[src/rtl/lcd_nibble_writer.sv]
// Byte-level front end for a PCF8574-backed HD44780 LCD: splits each request into EN-pulsed
// nibble writes, drives the i2c_master single-byte handshake, then waits out the execution time.
module lcd_nibble_writer #(
  parameter int unsigned CMD_DELAY     = 5_000,
  parameter int unsigned LONG_DELAY    = 200_000,
  parameter int unsigned START_TIMEOUT = 65_535
) (
  input  logic       clk,
  input  logic       rst,
  input  logic       req_valid,
  output logic       req_ready,
  input  logic       req_rs,
  input  logic       req_nibble,
  input  logic [7:0] req_data,
  input  logic       backlight,
  output logic       i2c_ena,
  output logic [7:0] i2c_data_wr,
  input  logic       i2c_busy,
  input  logic       i2c_ack_error,
  output logic       err_nack,
  output logic       err_timeout
);

  typedef enum logic [1:0] {StIdle, StSend, StWaitLo, StHold} state_e;

  state_e      state_q, state_d;
  logic        rs_q, rs_d, bl_q, bl_d, nib_q, nib_d, long_q, long_d;
  logic [7:0]  data_q, data_d;
  logic [1:0]  xfer_q, xfer_d;
  logic [31:0] cnt_q, cnt_d;
  logic        ready_q, ready_d, ena_q, ena_d;
  logic [7:0]  wr_q, wr_d;
  logic        nack_q, nack_d, tmo_q, tmo_d;
  logic        accept, last_xfer;
  logic [31:0] hold_cnt;

  // Transfer index: bit 1 selects the low nibble, bit 0 drops EN.
  function automatic logic [7:0] pcf_byte(input logic [7:0] data, input logic [1:0] idx,
                                          input logic bl, input logic rs);
    logic [3:0] nib;
    nib = idx[1] ? data[3:0] : data[7:4];
    return {nib, bl, ~idx[0], 1'b0, rs};
  endfunction

  assign accept    = req_valid & ready_q;
  assign last_xfer = nib_q ? (xfer_q == 2'd1) : (xfer_q == 2'd3);
  assign hold_cnt  = long_q ? 32'(LONG_DELAY) : 32'(CMD_DELAY);

  always_comb begin
    state_d = state_q;
    rs_d    = rs_q;
    bl_d    = bl_q;
    nib_d   = nib_q;
    long_d  = long_q;
    data_d  = data_q;
    xfer_d  = xfer_q;
    cnt_d   = cnt_q;
    wr_d    = wr_q;
    nack_d  = nack_q;
    tmo_d   = tmo_q;
    unique case (state_q)
      StIdle: begin
        if (accept) begin
          rs_d    = req_rs;
          bl_d    = backlight;
          nib_d   = req_nibble;
          data_d  = req_data;
          long_d  = ~req_rs & ~req_nibble & (req_data inside {8'h01, 8'h02, 8'h03});
          nack_d  = 1'b0;
          tmo_d   = 1'b0;
          xfer_d  = 2'd0;
          cnt_d   = '0;
          wr_d    = pcf_byte(req_data, 2'd0, backlight, req_rs);
          state_d = StSend;
        end
      end
      StSend: begin
        if (i2c_busy) begin
          state_d = StWaitLo;
        end else if (cnt_q == 32'(START_TIMEOUT - 1)) begin
          tmo_d   = 1'b1;
          cnt_d   = hold_cnt;
          state_d = StHold;
        end else begin
          cnt_d = cnt_q + 32'd1;
        end
      end
      StWaitLo: begin
        if (!i2c_busy) begin
          if (i2c_ack_error) nack_d = 1'b1;
          if (last_xfer) begin
            cnt_d   = hold_cnt;
            state_d = StHold;
          end else begin
            xfer_d  = xfer_q + 2'd1;
            wr_d    = pcf_byte(data_q, xfer_q + 2'd1, bl_q, rs_q);
            cnt_d   = '0;
            state_d = StSend;
          end
        end
      end
      StHold: begin
        if (cnt_q == '0) state_d = StIdle;
        else             cnt_d   = cnt_q - 32'd1;
      end
      default: state_d = StIdle;
    endcase
    // Handshake outputs are registered from the next state so they switch on the decision edge.
    ready_d = (state_d == StIdle);
    ena_d   = (state_d == StSend);
  end

  always_ff @(posedge clk or posedge rst) begin
    if (rst) begin
      state_q <= StIdle;
      rs_q    <= 1'b0;
      bl_q    <= 1'b0;
      nib_q   <= 1'b0;
      long_q  <= 1'b0;
      data_q  <= 8'h00;
      xfer_q  <= 2'd0;
      cnt_q   <= '0;
      ready_q <= 1'b0;
      ena_q   <= 1'b0;
      wr_q    <= 8'h00;
      nack_q  <= 1'b0;
      tmo_q   <= 1'b0;
    end else begin
      state_q <= state_d;
      rs_q    <= rs_d;
      bl_q    <= bl_d;
      nib_q   <= nib_d;
      long_q  <= long_d;
      data_q  <= data_d;
      xfer_q  <= xfer_d;
      cnt_q   <= cnt_d;
      ready_q <= ready_d;
      ena_q   <= ena_d;
      wr_q    <= wr_d;
      nack_q  <= nack_d;
      tmo_q   <= tmo_d;
    end
  end

  assign req_ready   = ready_q;
  assign i2c_ena     = ena_q;
  assign i2c_data_wr = wr_q;
  assign err_nack    = nack_q;
  assign err_timeout = tmo_q;

endmodule

[config.mk]
export PLATFORM = sky130hd
export DESIGN_NAME = lcd_nibble_writer
export DESIGN_NICKNAME = d
export VERILOG_FILES = /design/src/rtl/lcd_nibble_writer.sv
export SDC_FILE = /design/constraint.sdc
export NUM_CORES = 1
export LEC_CHECK = 0
export BUFFER_PORTS_ARGS = -buffer_cell sky130_fd_sc_hd__buf_2
export CORE_ASPECT_RATIO = 1.4
export CORE_MARGIN = 10
export CORE_UTILIZATION = 63
export CTS_CLUSTER_SIZE = 8
export DETAILED_ROUTE_END_ITERATION = 10
export PLACE_DENSITY = 0.92
export SETUP_SLACK_MARGIN = 0.2
export SLEW_MARGIN = 20
export SYNTH_ARGS = -nofsm -noshare
export SYNTH_HDL_FRONTEND = slang
export SYNTH_SLANG_ARGS = --single-unit
export TNS_END_PERCENT = 10
[constraint.sdc]
create_clock -name clk -period 5.22 [get_ports clk]
set_clock_uncertainty 0.2 [all_clocks]
set_input_delay 0.522 -clock clk [delete_from_list [all_inputs] [get_ports clk]]
set_output_delay 0.522 -clock clk [all_outputs]
set_load 0.02 [all_outputs]
# After elaboration in Yosys (flattened, before gate mapping)
# Index checks and enable logic that the tools add are counted.
op_classes:
  addsub: 3
  n_eq_ne: 17
  n_mux: 32
  bitwise_logic: 6
  n_reduce_logical: 11
ops:
  columns: ["operator", "n"]
  rows:
  - ["$mux W32", 5]
  - ["$pmux W32 S4", 1]
  - ["$mux W18", 2]
  - ["$add A32 B1 Y32 const B", 1]
  - ["$eq A32 B16 Y1 const B", 1]
  - ["$logic_not A32 Y1", 1]
  - ["$sub A32 B1 Y32 const B", 1]
  - ["$mux W8", 3]
  - ["$mux W2", 9]
  - ["$eq A8 B2 Y1 const B", 2]
  - ["$pmux W8 S2", 1]
  - ["$reduce_and A4 Y1", 4]
  - ["$ne A2 B2 Y1 const B", 7]
  - ["$eq A8 B1 Y1 const B", 1]
  - ["$pmux W2 S4", 1]
  - ["$eq A2 B1 Y1 const B", 3]
  - ["$eq A2 B2 Y1 const B", 3]
  - ["$mux W1", 6]
  - ["$logic_not A2 Y1", 2]
  - ["$mux W4", 1]
  - ["$pmux W1 S2", 2]
  - ["$pmux W2 S2", 1]
  - ["$reduce_bool A2 Y1", 2]
  - ["$and A1 B1 Y1", 3]
  - ["4 further kinds", 6]
totals:
  register_bits: 60
  out_inout_bits: 12

# Depth between registers and ports, before layout
depth:
  word_depth: 6
  mapped_depth: 10

# Least setup slack after synthesis
# OpenSTA, ideal clock, no wires.
synth_path:
  path_type: "reg-to-reg"
  startpoint: "register cnt_q[12]"
  endpoint: "register cnt_q[19]"
  arrival_ns: 2.477
  required_time_ns: 4.881
  slack_ns: 2.404
  path_stages_with_launch: 11
  n_path_buf: 3
  cell_sequence: "dfrtp_1 buf_6 or4_4 buf_6 or4_4 o31ai_4 and2_4 inv_4 buf_6 a21oi_1 a41oi_2"
synth_via:
  elab_chain_len: 4
  elab_cells_between_ends: 10
  cone_classes: "2 x add/sub; 2 x eq/ne; 4 x mux; 2 x reduce/logical"
synth_lines:
  columns: ["element", "line", "source"]
  rows:
  - ["start, declared", "30", "logic [31:0] cnt_q, cnt_d;"]
  - ["start signal, assigned", "136", "cnt_q <= cnt_d;"]
  - ["$add A32 B1 Y32 or $eq A32 B16 Y1 (tied branches)", "85, 80", null]
  - ["$mux W32", "80", "end else if (cnt_q == 32'(START_TIMEOUT - 1)) begin"]
  - ["$mux W32", "78", "if (i2c_busy) begin"]
  - ["$pmux W32 S4", "61", "unique case (state_q)"]
# Several ways; a longest one is shown, not always the timed one. The select of a mux whose other input is x is not followed.
# A chain may end at the register's enable or synchronous reset.

# Final worst setup path
layout_path:
  startpoint: "register cnt_q[24]"
  endpoint: "register cnt_q[9]"
layout_via:
  elab_chain_len: 4
  elab_cells_between_ends: 7
  cone_classes: "2 x eq/ne; 3 x mux; 2 x reduce/logical"
layout_lines:
  columns: ["element", "line"]
  rows:
  - ["$eq A32 B16 Y1", "80"]
  - ["$mux W32", "80"]
  - ["$mux W32", "78"]
  - ["$pmux W32 S4", "61"]
# Several ways; a longest one is shown, not always the timed one. The select of a mux whose other input is x is not followed.

==> impl_metrics.yaml <==
outcome:
  status: "completed"
die:
  fp.dieArea_mm2: 0.0104
  io_pins: 28
  die_y_um: 117
  die_x_um: 89.2
  core-area_mm2: 0.00657
  start_util_pct: 64.2
  rows: 35
finish:
  layout.nets: 540
  antenna_cells: 0
  drive_above_1_share_pct: 12.2
  areaGrowthSynthToFinish_pct: 5.40
  final_core_util_pct: 67.7
  finalNonFillerCells: 599
global_route:
  grt_util_all_layers_pct: 26.6
  grt_max_degree: 60
  grt_overflow: 0
  grt_pass1_wl_mm: 21.7
  antenna_found_initial: 0
  first_global_vias: 4515
placement:
  dp_hpwl_mm: 8.82
  place_ws_ns: 2.01
  io_buffer_count: 26
  gp_congestion: 1.03
  dpl.cell_count: 583
routing:
  remaining_drc_errors: 0
  drt-pass1-iter-count: 7
  vias: 4530
  wire_per_inst_um: 22.4
  wl_met1_mm: 4.65
  vias_per_cell: 7.56
  drt_wl_total_mm: 13.4
  top_layer: "met4"
  wl_met2_mm: 6.33
  ant_nets: 0
  route.met3.wl_mm: 1.43
  first_iter_violations: 707
critical_path:
  worstPathArrival_ns: 3.57
  path_max_fanout: 28
  reg2regPathDepth: 6
  required_ns: 5.25
  startpoint_type: "register"
  cp-end-kind: "register"
  critPathKind: "reg -> reg"
logic_synthesis:
  synth.most_common_cell: "nand2_1"
  synth_edf_count: 0
  ys_types: 62
  netlist_area_mm2: 0.00422
  yosys_warnings: 0
  synthCells: 521
  avgSynthCellArea_um2: 8.10
  synthFlopType: "dfrtp_1"
  synth_top_area_cell: "dfrtp_1"
  async_reset_ff_share_pct: 100
  synth-seq-cells: 59
  syn_nets: 541
  synth_common_cells: "nand2_1, dfrtp_1, nor2_1, o21ai_0, a21oi_1"
  synth_top_area_share_pct: 35.0
  netlist_top_cells_area: "dfrtp_1, nand2_1, o21ai_0"
  yosysSeqAreaShare_pct: 35.0
clocking:
  post_cts_resize_count: 0
  postCtsSetupRepairBufs: 0
  cts_max_level: 3
  cts_tree: "done"
  clock-sinks: 59
  clk_pin_slew_ns: 0.08
  cts_buffer_depth: 2
  cts_root_buf: "clkbuf_8"
  clock_latency_ns: 0.35
  numCtsBuffers: 9
  cts_hold_buf: 0
power:
  p_comb_share_pct: 52.7
  sequentialPowerShare_pct: 32.2
  internal_power_w: 0.00126
  peakVddDrop_uv: 484
  p_leak_nw: 1.91
  swShare_pct: 51.1
  pwr-share-clk_pct: 15.1
  power_switching_w: 0.00132
  powerDensity_mw_per_mm2: 579
timing:
  fmax_mhz: 282
  period_share_pct: 67.9
  fin_crit_ns: 3.54
  slew_viol_final: 0
  worstMarginPinSlew_ns: 1.08
  setup_tns_ns: 0
  hold_slack_ns: 0.176
  hold_viol_final: 0
  slew_headroom_pct: 27.1
  rsz0062_at_grt: "no"
  setup-violations-final: 0
  worst_slack_ns: 1.68
flow_run:
  drv_cap: 0
min_path:
  hold_path.class: "in -> async"
-- power groups by stage --
stage	sequential, W	combinational [W]	clock [W]
detailed placement	0.000822	0.00128	0
finish	0.000829	0.00136	0.000390
floorplan	0.000731	0.00108	0
global placement	0.000809	0.00124	0
global route	0.000851	0.00145	0.000410
CTS	0.000816	0.00130	0.000389
-- worst max-delay path: stages, from the launching register on --
cell and delay (ns):
dfrtp_1 0.55, nor4_1 0.98, nand4_1 0.33, o31ai_4 0.41
and2_4 0.40, inv_4 0.20, o221a_2 0.33
-- per-layer routing --
metal,vias to the layer above,GRT usage [%]
met5,-,0
met2,369,43.5
met4,0,19.9
li1,1953,-
met3,128,5.68
met1,2080,29.5
-- final timing paths --
path | startpoint | to | slack (ns)
worst max-delay path | cnt_q[24]$_DFFE_PP0P_ | cnt_q[9]$_DFFE_PP0P_ | 1.68
worst min-delay path | rst | cnt_q[26]$_DFFE_PP0P_ | 0.18
worst max register to register | cnt_q[24]$_DFFE_PP0P_ | cnt_q[9]$_DFFE_PP0P_ | 1.68
worst min register to register | i2c_data_wr[4]$_DFFE_PP0P_ | i2c_data_wr[4]$_DFFE_PP0P_ | 0.28
max in group asynchronous | rst | cnt_q[19]$_DFFE_PP0P_ | 4.11
min in group clk | req_data[3] | data_q[3]$_DFFE_PP0P_ | 0.18
-- sequential cells by signal (all words and copies together) (netlist names) --
register	flops
data_q	8
long_q	1
err_timeout	1
rs_q	1
state_q	2
i2c_data_wr	7
cnt_q	32
nib_q	1
xfer_q	2
err_nack	1
req_ready	1
bl_q	1
i2c_ena	1
-- cells in the final DEF, fill, tap and decap left out, types with 3 or more instances in the layout --
cell and count:
nand2_1 72, dfrtp_1 59, nor2_1 36, o21ai_0 35, a21oi_1 32, buf_2 26, nor3_1 17, o31ai_1 17
nand4_1 16, nor4_1 16, a31oi_1 14, and3_1 14, xnor2_1 12, nand3_1 11, clkbuf_8 11, a221oi_1 9
inv_1 8, or3_1 8, a21o_1 8, and4_1 8, or4_1 7, mux2i_1 7, nand3b_1 5, xor2_1 4
o31a_1 4, ha_1 4, buf_4 4, o221a_2 3, a41oi_1 3, and2_1 3, or4_4 3, nand2b_1 3
o32ai_1 3
-- kinds of logic after synthesis --
family / after synthesis / share of synthesized area, %
xor+xnor: 16 / 3.32
other cells: 1 / 0.0889
fa+ha+maj: 4 / 1.19
mux: 7 / 1.66
simple gates: 229 / 28.4
buf+inv: 53 / 5.90
flops: 59 / 35.0
compound gates: 152 / 24.4
-- through the flow --
stage               power, W  area [um2]
floorplan            0.00181        4220
detailed placement   0.00210        4270
CTS                  0.00250        4450
global route         0.00271        4450
finish               0.00257        4450
global placement     0.00205        4270
-- final cells by class --
cell class                 instances  area (um2)
multi-input combinational        409        2490
clock buffer                      12         155
timing repair buffer              30         160
tap                               74        92.6
fill                             510        2120
clock inverter                     4        25.0
inverter                          11        43.8
sequential                        59        1480
Power figures use the tool's default switching activity.
